### src/rtl/rx_interface.sv
// ---------------------------------------------------------------------------
// rx_interface
// Command parser that sits between the UART receive FIFO and the ALU operand
// registers. It pops ASCII bytes from a first-word-fall-through FIFO and
// parses lines of the form "A,B,OP" ended by CR or LF, where each field is a
// decimal number.
//  - A well-formed line updates op_a/op_b/op_code and pulses cmd_valid.
//  - A malformed line is consumed up to its terminator, then err pulses.
//  - Blank lines are ignored without any pulse.
//  - Spaces are ignored anywhere, including between digits.
//
// Parameters
//   DBIT    width of op_a/op_b; the A and B field limit is 2**DBIT-1
//   OPW     width of op_code; the OP field limit is 2**OPW-1
//   MAXDIG  maximum decimal digits per field (leading zeros count)
//
// Ports
//   clk        clock
//   reset      asynchronous, active-high reset
//   rx_empty   FIFO empty flag; r_data is valid when low
//   r_data     FIFO head byte
//   rd         FIFO pop strobe, one cycle per consumed byte
//   op_a       operand A of the last valid command
//   op_b       operand B of the last valid command
//   op_code    opcode of the last valid command
//   cmd_valid  one-cycle pulse: new command on op_a/op_b/op_code
//   err        one-cycle pulse: malformed line discarded
//
// FSM states
//   state  | meaning
//   IDLE   | wait for a byte; latch the FIFO head into byte_reg
//   FETCH  | pop the latched byte from the FIFO (rd high)
//   DECODE | classify byte_reg and update the parser registers
// ---------------------------------------------------------------------------
module rx_interface #(
    parameter int DBIT   = 8,
    parameter int OPW    = 6,
    parameter int MAXDIG = 3
) (
    input  logic            clk,
    input  logic            reset,
    input  logic            rx_empty,
    input  logic [7:0]      r_data,
    output logic            rd,
    output logic [DBIT-1:0] op_a,
    output logic [DBIT-1:0] op_b,
    output logic [OPW-1:0]  op_code,
    output logic            cmd_valid,
    output logic            err
);

    // Accumulator carries four spare bits so one extra digit beyond the
    // field limit still fits and can be detected as an overflow.
    localparam int AW = DBIT + 4;
    localparam int XW = AW + 4;
    localparam int NW = $clog2(MAXDIG + 1);

    localparam logic [XW-1:0] DATA_LIM = XW'((1 << DBIT) - 1);
    localparam logic [XW-1:0] OP_LIM   = XW'((1 << OPW) - 1);
    localparam logic [NW-1:0] MAX_NDIG = NW'(MAXDIG);

    localparam logic [7:0] CH_SPACE = 8'h20;
    localparam logic [7:0] CH_COMMA = 8'h2C;
    localparam logic [7:0] CH_CR    = 8'h0D;
    localparam logic [7:0] CH_LF    = 8'h0A;
    localparam logic [7:0] CH_ZERO  = 8'h30;
    localparam logic [7:0] CH_NINE  = 8'h39;

    typedef enum logic [1:0] {
        IDLE,
        FETCH,
        DECODE
    } state_t;

    state_t            state;
    logic [7:0]        byte_reg;
    logic [AW-1:0]     acc;
    logic [NW-1:0]     ndig;
    logic [1:0]        fidx;
    logic              errf;
    logic [DBIT-1:0]   field0;
    logic [DBIT-1:0]   field1;

    // Byte classification and next accumulator value.
    logic              is_digit;
    logic              is_term;
    logic [XW-1:0]     acc_next;
    logic [XW-1:0]     field_lim;

    assign is_digit  = (byte_reg >= CH_ZERO) && (byte_reg <= CH_NINE);
    assign is_term   = (byte_reg == CH_CR) || (byte_reg == CH_LF);
    assign acc_next  = ({4'b0000, acc} * XW'(10)) + {{AW{1'b0}}, byte_reg[3:0]};
    assign field_lim = (fidx == 2'd2) ? OP_LIM : DATA_LIM;

    // Pop strobe is a pure state decode: the byte was latched in IDLE while
    // the FIFO was non-empty, and nothing else pops, so it is still present.
    assign rd = (state == FETCH);

    always_ff @(posedge clk or posedge reset) begin
        if (reset) begin
            state     <= IDLE;
            byte_reg  <= 8'h00;
            acc       <= '0;
            ndig      <= '0;
            fidx      <= 2'd0;
            errf      <= 1'b0;
            field0    <= '0;
            field1    <= '0;
            op_a      <= '0;
            op_b      <= '0;
            op_code   <= '0;
            cmd_valid <= 1'b0;
            err       <= 1'b0;
        end else begin
            cmd_valid <= 1'b0;
            err       <= 1'b0;
            case (state)
                IDLE: begin
                    if (!rx_empty) begin
                        byte_reg <= r_data;
                        state    <= FETCH;
                    end
                end

                FETCH: begin
                    state <= DECODE;
                end

                DECODE: begin
                    state <= IDLE;
                    if (is_term) begin
                        if (!errf && (fidx == 2'd0) && (ndig == '0)) begin
                            // blank line: nothing to report
                        end else if (!errf && (fidx == 2'd2) && (ndig != '0)) begin
                            op_a      <= field0;
                            op_b      <= field1;
                            op_code   <= acc[OPW-1:0];
                            cmd_valid <= 1'b1;
                        end else begin
                            err <= 1'b1;
                        end
                        acc  <= '0;
                        ndig <= '0;
                        fidx <= 2'd0;
                        errf <= 1'b0;
                    end else if (errf) begin
                        // discarding the rest of a bad line
                    end else if (byte_reg == CH_SPACE) begin
                        // spaces never affect parsing
                    end else if (is_digit) begin
                        if ((ndig == MAX_NDIG) || (acc_next > field_lim)) begin
                            errf <= 1'b1;
                        end else begin
                            acc  <= acc_next[AW-1:0];
                            ndig <= ndig + NW'(1);
                        end
                    end else if (byte_reg == CH_COMMA) begin
                        if ((ndig == '0) || (fidx == 2'd2)) begin
                            errf <= 1'b1;
                        end else begin
                            if (fidx == 2'd0) begin
                                field0 <= acc[DBIT-1:0];
                            end else begin
                                field1 <= acc[DBIT-1:0];
                            end
                            fidx <= fidx + 2'd1;
                            acc  <= '0;
                            ndig <= '0;
                        end
                    end else begin
                        errf <= 1'b1;
                    end
                end

                default: begin
                    state <= IDLE;
                end
            endcase
        end
    end

endmodule
### config.mk
export PLATFORM = sky130hd
export DESIGN_NAME = rx_interface
export DESIGN_NICKNAME = d
export VERILOG_FILES = /design/src/rtl/rx_interface.sv
export SDC_FILE = /design/constraint.sdc
export NUM_CORES = 1
export LEC_CHECK = 0
export CORE_AREA = 2 2 77 109
export DETAILED_ROUTE_END_ITERATION = 6
export DIE_AREA = 0 0 79 111
export PLACE_DENSITY = 0.7
export SLEW_MARGIN = 15
export SYNTH_ARGS = -nofsm -noshare
export SYNTH_HDL_FRONTEND = slang
export SYNTH_SLANG_ARGS = --single-unit
### constraint.sdc
create_clock -name clk -period 5.2 [get_ports clk]
set_input_delay 0.52 -clock clk [delete_from_list [all_inputs] [get_ports clk]]
set_output_delay 0.52 -clock clk [all_outputs]
set_load 0.05 [all_outputs]
==> results of run 1 <==
## per-stage QoR
stage                     cells  utilization  power, mW
final                       477       0.5771      1.294
after global placement      462       0.5389     0.7034
after CTS                   477       0.5763      1.310
after global routing        477       0.5771      1.350
after detailed placement    462       0.5389     0.7065
after floorplan             332            -     0.6673
## where the power goes
group | leakage (nW) | internal, mW | switching [mW]
Sequential | 0.910 | 0.545 | 0.0313
Clock | 0.146 | 0.394 | 0.205
Combinational | 1.20 | 0.0549 | 0.0647
## cells by family (layout without fill, tap and decap cells)
logic type	after synthesis	in the layout	share of synthesized area
buffers and inverters	24	67	0.02815
adders and majority gates	31	31	0.1054
and+or+nand+nor	90	90	0.1296
xor gates and xnor gates	13	13	0.02979
muxes	58	58	0.1676
DFF	67	67	0.4386
AOI/OAI and AO/OA	49	49	0.1008
## path summary, 6_finish.rpt
check	startpoint	endpoint	slack (ns)
worst min-delay path	field0[3]$_DFFE_PP0P_	op_a[3]$_DFFE_PP0P_	0.50
min in group asynchronous	reset	byte_reg[6]$_DFFE_PP0P_	0.75
max in group asynchronous	reset	op_a[2]$_DFFE_PP0P_	3.91
worst max-delay path	acc[1]$_DFFE_PP0P_	acc[6]$_DFFE_PP0P_	0.81
worst max register to register	acc[1]$_DFFE_PP0P_	acc[6]$_DFFE_PP0P_	0.81
worst min register to register	field0[3]$_DFFE_PP0P_	op_a[3]$_DFFE_PP0P_	0.50
## cells in the final DEF, fill, tap and decap left out, types with 2 or more instances in the layout
master	n
sky130_fd_sc_hd__nor4_1	2
sky130_fd_sc_hd__nand4_1	4
sky130_fd_sc_hd__nor2b_1	2
sky130_fd_sc_hd__o21ai_0	8
sky130_fd_sc_hd__dfrtp_1	67
sky130_fd_sc_hd__ha_1	29
sky130_fd_sc_hd__xnor2_1	10
sky130_fd_sc_hd__and3_1	8
sky130_fd_sc_hd__a31oi_1	3
sky130_fd_sc_hd__fa_1	2
sky130_fd_sc_hd__a211o_1	2
sky130_fd_sc_hd__mux2_2	48
sky130_fd_sc_hd__and3_2	2
sky130_fd_sc_hd__nor2_1	19
sky130_fd_sc_hd__clkbuf_8	2
sky130_fd_sc_hd__inv_1	15
sky130_fd_sc_hd__nor3_1	5
sky130_fd_sc_hd__a211oi_1	4
sky130_fd_sc_hd__nand3_1	10
sky130_fd_sc_hd__and2_1	2
sky130_fd_sc_hd__xor2_1	3
sky130_fd_sc_hd__a21o_1	3
sky130_fd_sc_hd__a21oi_1	8
sky130_fd_sc_hd__clkbuf_16	9
sky130_fd_sc_hd__nor3b_1	2
sky130_fd_sc_hd__nand2_1	19
sky130_fd_sc_hd__or3_1	2
sky130_fd_sc_hd__clkbuf_1	2
sky130_fd_sc_hd__mux2i_1	10
sky130_fd_sc_hd__clkdlybuf4s50_1	35
sky130_fd_sc_hd__or4_1	3
sky130_fd_sc_hd__o21a_1	2
## metal layers
layer / vias up / GRT usage / routed length (um)
met1: 1315 / 0.2315 / 3255
met5: - / 0 / 0
met3: 9 / 0.03746 / 169
met2: 41 / 0.3113 / 3770
li1: 1299 / - / -
met4: 0 / 0.07126 / 155
## cell type report
type	instances	share of cell area
repair buffers	36	0.07844
clock buffers	13	0.05705
multi-input cells	241	0.4482
clock inverters	2	0.007680
inverters	16	0.01317
flip-flops and latches	67	0.3675
well taps	102	0.02798
## critical path, stage by stage (launching register included)
cell and delay (ns):
sky130_fd_sc_hd__dfrtp_1 0.46, sky130_fd_sc_hd__ha_1 0.33, sky130_fd_sc_hd__ha_1 0.24, sky130_fd_sc_hd__fa_1 0.43, sky130_fd_sc_hd__xor2_1 0.21, sky130_fd_sc_hd__nand3_1 0.13, sky130_fd_sc_hd__nor2_1 0.30, sky130_fd_sc_hd__xnor2_1 0.14
sky130_fd_sc_hd__ha_1 0.31, sky130_fd_sc_hd__nand4b_1 0.10, sky130_fd_sc_hd__nor4_1 0.26, sky130_fd_sc_hd__a31oi_1 0.19, sky130_fd_sc_hd__nor4_4 0.29, sky130_fd_sc_hd__nand4_2 0.45, sky130_fd_sc_hd__mux2_2 0.44
==> run summary, run 1 <==
The number of instances resized during post-cts repair came out at 0. sky130_fd_sc_hd__dfrtp_1 takes more of the synthesized area than any other cell. The area of the core region came out at just under 8000 um^2. Yosys mapped a number of flops with a built-in enable equal to 0.

The final cell area excluding filler cells is ~4600 um^2. The setup clock skew after layout came out at 0.003144 ns. The placed wire-length estimate came out at 5.389 mm.

Summing over every cut layer, the via total after detailed routing is 2664. The worst-case vdd ir drop is 0.2749 mV. The area fraction of the dominant cell type after synthesis came out at 0.4386. For this configuration, the core starts out at a cell density of 0.4835. Among all flip-flop cells after synthesis, the most frequent one is sky130_fd_sc_hd__dfrtp_1. The deepest level of the CTS H-tree came out at 3. The number of placement rows came out at 39.

The share of async-settable or async-resettable flops after synthesis is 1.000. Once detail routing completed, the nets flagged for antenna violations numbered 0. The kind of start point of the critical path is a flip-flop. Along the worst hold path, the cell count comes to 1.

The setup-violating endpoint count in the final report is 0. The area added between synthesis and finish came out at 19.35%. The detailed-route vias per instance came out at 5.585. The data arrival at the endpoint of the critical path is 4.60 ns.

STA classifies the critical path endpoint as a flip-flop. The share of the Yosys chip area taken by registers is 0.4386. Across all hold checks on the routed design, the worst slack comes to 0.4987 ns.

The pin count of the biggest net entering global routing came out at roughly 70. The run finished with clean final reports. In this run the post-CTS setup repair buffer count came out at 0.

The die is 111 um tall. The final weighted congestion of routability-driven global placement is 0.8538. The final-report hold violation count is 0. The global-route wire length before repair came out at 12.87 mm. Setup repair after global routing left no endpoint under its margin. The number of global-route vias before repair came out at 2775.

The die area came out at 8769 um^2. The number of fill cells is 681. The total congestion overflow is 0.

The clock sink count is 67. In this run, synthesis produced a sequential element count of 67. The mean routed wirelength per cell came out at 15.41 um. The setup TNS is 0 ns. Timing analysis after detailed placement gives a worst setup slack of 0.8731 ns. The number of I/O port buffers is 35.

By instance count, the leading cell after synthesis is sky130_fd_sc_hd__dfrtp_1. The max-slew violation total from the final report is 0. acc holds more flip-flops than any other register. In this run the cell area of the synthesized design comes to 3822 um^2. The count of pins on the block boundary is 36. For this run, the detailed router's first-pass iteration total came to 4. Counting every instance in the synthesized netlist gives 332.

The overall routing resource usage is 0.1851. During synthesis, Yosys emitted a total of 0 warnings. The data required time at the worst endpoint is 5.41 ns. The antenna diode count came out at 0. The kind of critical path is reg -> reg. The flip-flop count of the largest register, all copies and words added came out at 12. The post-synthesis cell type count came out at 60. The remaining max-slew budget at the tightest pin came out at 0.2610.

At the end of the flow, the number of nets in the layout was about 410. The ratio of cells with drive above 1 in the final layout is 0.2080. The commonest cells after synthesis are sky130_fd_sc_hd__dfrtp_1 (67), sky130_fd_sc_hd__mux2_2 (48), sky130_fd_sc_hd__ha_1 (29). Counting along the longest clock path gives a buffer depth of 2. The fmax came out at 227.7 MHz. Across the whole layout, storage elements account for 1677 um^2. In this run the power density over the cells is 283.7 nW/um^2. In the routed design, unresolved DRC markers number 0. The total leakage power is between 2 and 2.5 nW. After layout, the worst setup slack is roughly 0.81 ns. In this run the worst hold path is classified as reg -> reg. A synthesized cell averages approximately 12 um^2. After detailed placement, the total cell area comes to 4260 um^2. For the worst-skew pair, the clock arrives at the later sink with an insertion delay of roughly 0.33 ns. The number of violations of the max-capacitance limit came out at 0.

The total length of routed wires is 7.351 mm. The number of buffers created by CTS is 9. The count of hold-fix buffers inserted at cts is 0.

The combined area of the multi-input logic cells is 2044 um^2. The largest fanout on the critical path came out at 13. The root buffer cell is sky130_fd_sc_hd__clkbuf_16. The pin slew with the least headroom to its limit came out at 1.105 ns.

TritonCTS built the clock tree. The number of nets handed over by synthesis was 374. By area the synthesized netlist is led by sky130_fd_sc_hd__dfrtp_1 (44%), sky130_fd_sc_hd__mux2_2 (14%), sky130_fd_sc_hd__ha_1 (9.5%), sky130_fd_sc_hd__mux2i_1 (2.6%), sky130_fd_sc_hd__xnor2_1 (2.3%).

The clock period minus final worst setup slack is 4.393 ns. The part of the cycle the worst path needs came out at 0.8448. After the first detailed-routing iteration, the DRC count stood at around 120.

From left edge to right edge, the die measures 79 um. The number of antenna violations at the first check in global routing is 0. The cell count of the worst reg-to-reg path is 14. The clock transition at the registers of the reported paths came out at about 0.050 ns.
Note: power is estimated with default switching activity, not from simulation.
==> run 2: changes to the inputs <==
--- a/config.mk
+++ b/config.mk
@@ -8,7 +8,7 @@
 export CORE_AREA = 2 2 77 109
 export DETAILED_ROUTE_END_ITERATION = 6
 export DIE_AREA = 0 0 79 111
-export PLACE_DENSITY = 0.7
+export PLACE_DENSITY = 0.73
 export SLEW_MARGIN = 15
 export SYNTH_ARGS = -nofsm -noshare
 export SYNTH_HDL_FRONTEND = slang
==> constraint.sdc (replaced) <==
create_clock -name clk -period 3.5 [get_ports clk]
set_input_delay 0.35 -clock clk [delete_from_list [all_inputs] [get_ports clk]]
set_output_delay 0.35 -clock clk [all_outputs]
set_load 0.05 [all_outputs]
==> run summary, run 2 (same netlist as run 1, synthesis figures left out) <==
The smallest hold slack came out at 0.2316 ns (-0.2671 ns). The root buffer cell is sky130_fd_sc_hd__clkbuf_16. The number of global-route vias before repair came out at 3050 (+9.9%). The setup path with the least slack is of type reg -> reg. In this run the critical register-to-register path is launched from acc[1]$_DFFE_PP0P_. The number of buffers created by CTS was 9 (unchanged). The data required time at the worst endpoint is 3.70 ns (-1.71 ns). The mean routed wirelength per cell was 16.51 um (+7.1%).

The clock transition at the registers of the reported paths is 0.05 ns (about the same). The remaining max-slew budget at the tightest pin came out at 0.2714 (+0.01044). The reg2reg setup slack came out at -0.12 ns (-0.93 ns).

TritonCTS built the clock tree. The total power divided by cell area is 399.1 nW/um^2 (+41%). The net switching fraction of the power was 0.2408 (+0.008456). The final worst setup slack is -0.1197 ns (-0.9269 ns). The total number of vias is 2879 (+8.1%). The number of I/O port buffers came out at 35 (unchanged). The overall routing resource usage came out at 0.2084 (+0.02336). The global-route wire length before repair came out at 14.32 mm (+11%). The total length of routed wires is 8.471 mm (+15%). The final-report hold violation count is 0 (unchanged). The cell count of the worst reg-to-reg path came out at 15 (+1). The checks that failed: setup timing.

The area of the core region came out at 7905 um^2 (unchanged). The total leakage power came to 2.482 nW (+9.9%). The die area was 8769 um^2 (unchanged). The data arrival at the endpoint of the critical path is 3.82 ns (-0.78 ns). The clock period minus final worst setup slack came to 3.620 ns (-0.7731 ns). The detailed-route vias per instance came to 5.612 (+0.49%). The worst min-delay path class is in -> async. The switching power of the nets came out at 0.4792 mW (+59%). The flip-flop count of the largest register, all copies and words added came out at 12 (unchanged). The count of pins on the block boundary came out at 36 (unchanged). The effective utilization at floorplan is 0.4835 (unchanged). The worst-case clock buffer depth came out at 2 (unchanged). The placed wire-length estimate was 6.005 mm (+11%). The portion of total power attributed to sequential cells was 0.429 (-0.016). The pin count of the biggest net entering global routing is 42 (-38%). The worst-case vdd ir drop came out at 0.3200 mV (+16%).

The antenna diode count was 0 (unchanged). Setup repair after global routing could not meet its margin everywhere. The number of routed nets with antenna violations came out at 0 (unchanged). The worst-case setup slack after placement came out at -0.1398 ns (-1.013 ns). The ratio of cells with drive above 1 in the final layout is 0.3309 (+0.1229). The die span in y came out at 111 um (unchanged).

The area added between synthesis and finish is 30.44%. The total congestion overflow is 0 (unchanged). The internal power is 1.511 mW (+52%).

The deepest level of the CTS H-tree is 3 (unchanged). The clock sink count is 67 (unchanged). The power share of the combinational group came out at 0.112 (+0.020). The endpoint class of the critical path is a flip-flop. The setup clock skew after layout is 0.004778 ns (+0.001634 ns).

In this run the critical register-to-register path is captured at acc[3]$_DFFE_PP0P_. The fraction of the core area covered by cells at the end of the flow is 0.6307 (+0.05366). The kind of start point of the critical path is a flip-flop. The largest fanout on the critical path is 8 (-5).

The number of DRC markers after the initial detailed-route iteration came out at 115 (-6.5%). More flip-flops sit in one register than any other, and that register is acc. The setup TNS was -1.170 ns (-1.170 ns).

The library cell used most frequently in the layout, excluding fill and tap cells, is sky130_fd_sc_hd__dfrtp_1. The final net count came out at 450 (+9.0%). The horizontal die dimension is 79 um (unchanged).

The fmax came out at 276.3 MHz (+21%). The number of placement rows is 39 (unchanged). The part of the cycle the worst path needs was 1.034 (+0.1894).

The number of violations of the max-capacitance limit is 0 (unchanged). The number of antenna violations at the first check in global routing came out at 0 (unchanged). The final weighted congestion of routability-driven global placement is 0.8814 (+3.2%).

The pin slew with the least headroom to its limit is 1.085 ns (-0.02091 ns). The source-to-sink clock delay at the later pin of the worst-skew pair was 0.34 ns (about the same). The clock group share of total power is 0.458 (-0.004). The number of search-and-repair iterations in the first detailed-routing pass is 4 (unchanged).

The max-slew violation total from the final report came out at 0 (unchanged). The setup-violating endpoint count in the final report is 15 (+15). The flow ran to the end, but the final reports show violations. The count of unresolved DRC violations after routing came out at 0 (unchanged). The library cells used most frequently in the layout, excluding fill and tap cells, are sky130_fd_sc_hd__dfrtp_1 (67), sky130_fd_sc_hd__mux2_2 (48), sky130_fd_sc_hd__buf_4 (37).
## run 2: changes by cell type in the layout (fill, tap and decap cells not counted), moves of 2 or more
| cell | previous run | this run |
|---|---|---|
| sky130_fd_sc_hd__a211oi_1 | 4 | 2 |
| sky130_fd_sc_hd__buf_4 | 1 | 37 |
| sky130_fd_sc_hd__clkbuf_1 | 2 | 0 |
| sky130_fd_sc_hd__ha_1 | 29 | 25 |
| sky130_fd_sc_hd__ha_2 | 0 | 3 |
| sky130_fd_sc_hd__nor2_1 | 19 | 15 |
| sky130_fd_sc_hd__nor2_2 | 0 | 3 |
| sky130_fd_sc_hd__xnor2_1 | 10 | 8 |
| sky130_fd_sc_hd__xnor2_2 | 0 | 2 |
## run 2: what timing repair did
action	CTS	global route
resized for setup	7	18
setup buffers	2	5
hold buffers	0	0
setup endpoints to repair	15	15
pin swaps	7	4
hold endpoints to repair	0	0
## run 2: power groups by stage
stage          clock (mW)  combinational, mW  sequential (mW)
2_1_floorplan           0              0.138            0.854
3_3_place_gp            0              0.198            0.863
3_5_place_dp            0              0.201            0.866
4_1_cts             0.926              0.204            0.854
5_1_grt             0.959              0.248            0.860
6_report            0.912              0.223            0.855
## run 2: metal layers
metal  GRT usage  share of wire  vias to the layer above
met3     0.04397          0.028                       21
met4      0.1080          0.029                        0
met1      0.2441           0.41                     1421
li1            -              -                     1376
met2      0.3531           0.53                       61
met5           0              0                        -
## run 2: layout make-up
class                      instances  area, um^2
fill                             645        2919
multi-input combinational        241        2181
sequential                        67        1677
timing repair buffer              73       639.4
clock buffer                      12       266.5
tap                              102       127.6
inverter                          16       60.06
clock inverter                     2       35.03
## run 2: worst max path at each step
| stage | startpoint | endpoint | slack [ns] | depth (start not counted) |
|---|---|---|---|---|
| floorplan | acc[1]$_DFFE_PP0P_ | acc[10]$_DFFE_PP0P_ | 0.01 | 14 |
| global placement | acc[2]$_DFFE_PP0P_ | acc[3]$_DFFE_PP0P_ | -0.04 | 14 |
| detailed placement | acc[2]$_DFFE_PP0P_ | acc[3]$_DFFE_PP0P_ | -0.14 | 14 |
| CTS | acc[3]$_DFFE_PP0P_ | acc[3]$_DFFE_PP0P_ | -0.008 | 13 |
| global route | acc[1]$_DFFE_PP0P_ | acc[1]$_DFFE_PP0P_ | -0.38 | 15 |
| finish | acc[1]$_DFFE_PP0P_ | acc[3]$_DFFE_PP0P_ | -0.12 | 15 |
## run 2: metrics by stage
| stage | cells | total power, mW | instance area [um^2] |
|---|---|---|---|
| finish | 513 | 1.990 | 4986 |
| global route | 513 | 2.066 | 4986 |
| CTS | 509 | 1.984 | 4856 |
| detailed placement | 493 | 1.066 | 4498 |
| global placement | 493 | 1.060 | 4498 |
| floorplan | 332 | 0.9921 | 3827 |
## run 2: critical path, cell delays in order, from the launching register on
cell and delay (ns):
sky130_fd_sc_hd__dfrtp_1 0.37, sky130_fd_sc_hd__ha_1 0.30, sky130_fd_sc_hd__ha_2 0.20, sky130_fd_sc_hd__fa_2 0.37, sky130_fd_sc_hd__xor2_2 0.17, sky130_fd_sc_hd__nand3_2 0.15, sky130_fd_sc_hd__nor2_4 0.17, sky130_fd_sc_hd__xnor2_2 0.08
sky130_fd_sc_hd__ha_1 0.32, sky130_fd_sc_hd__nand4b_1 0.15, sky130_fd_sc_hd__nor4_2 0.23, sky130_fd_sc_hd__a31oi_2 0.16, sky130_fd_sc_hd__nor4_4 0.31, sky130_fd_sc_hd__nand4_4 0.19, sky130_fd_sc_hd__buf_6 0.19, sky130_fd_sc_hd__mux2i_1 0.12
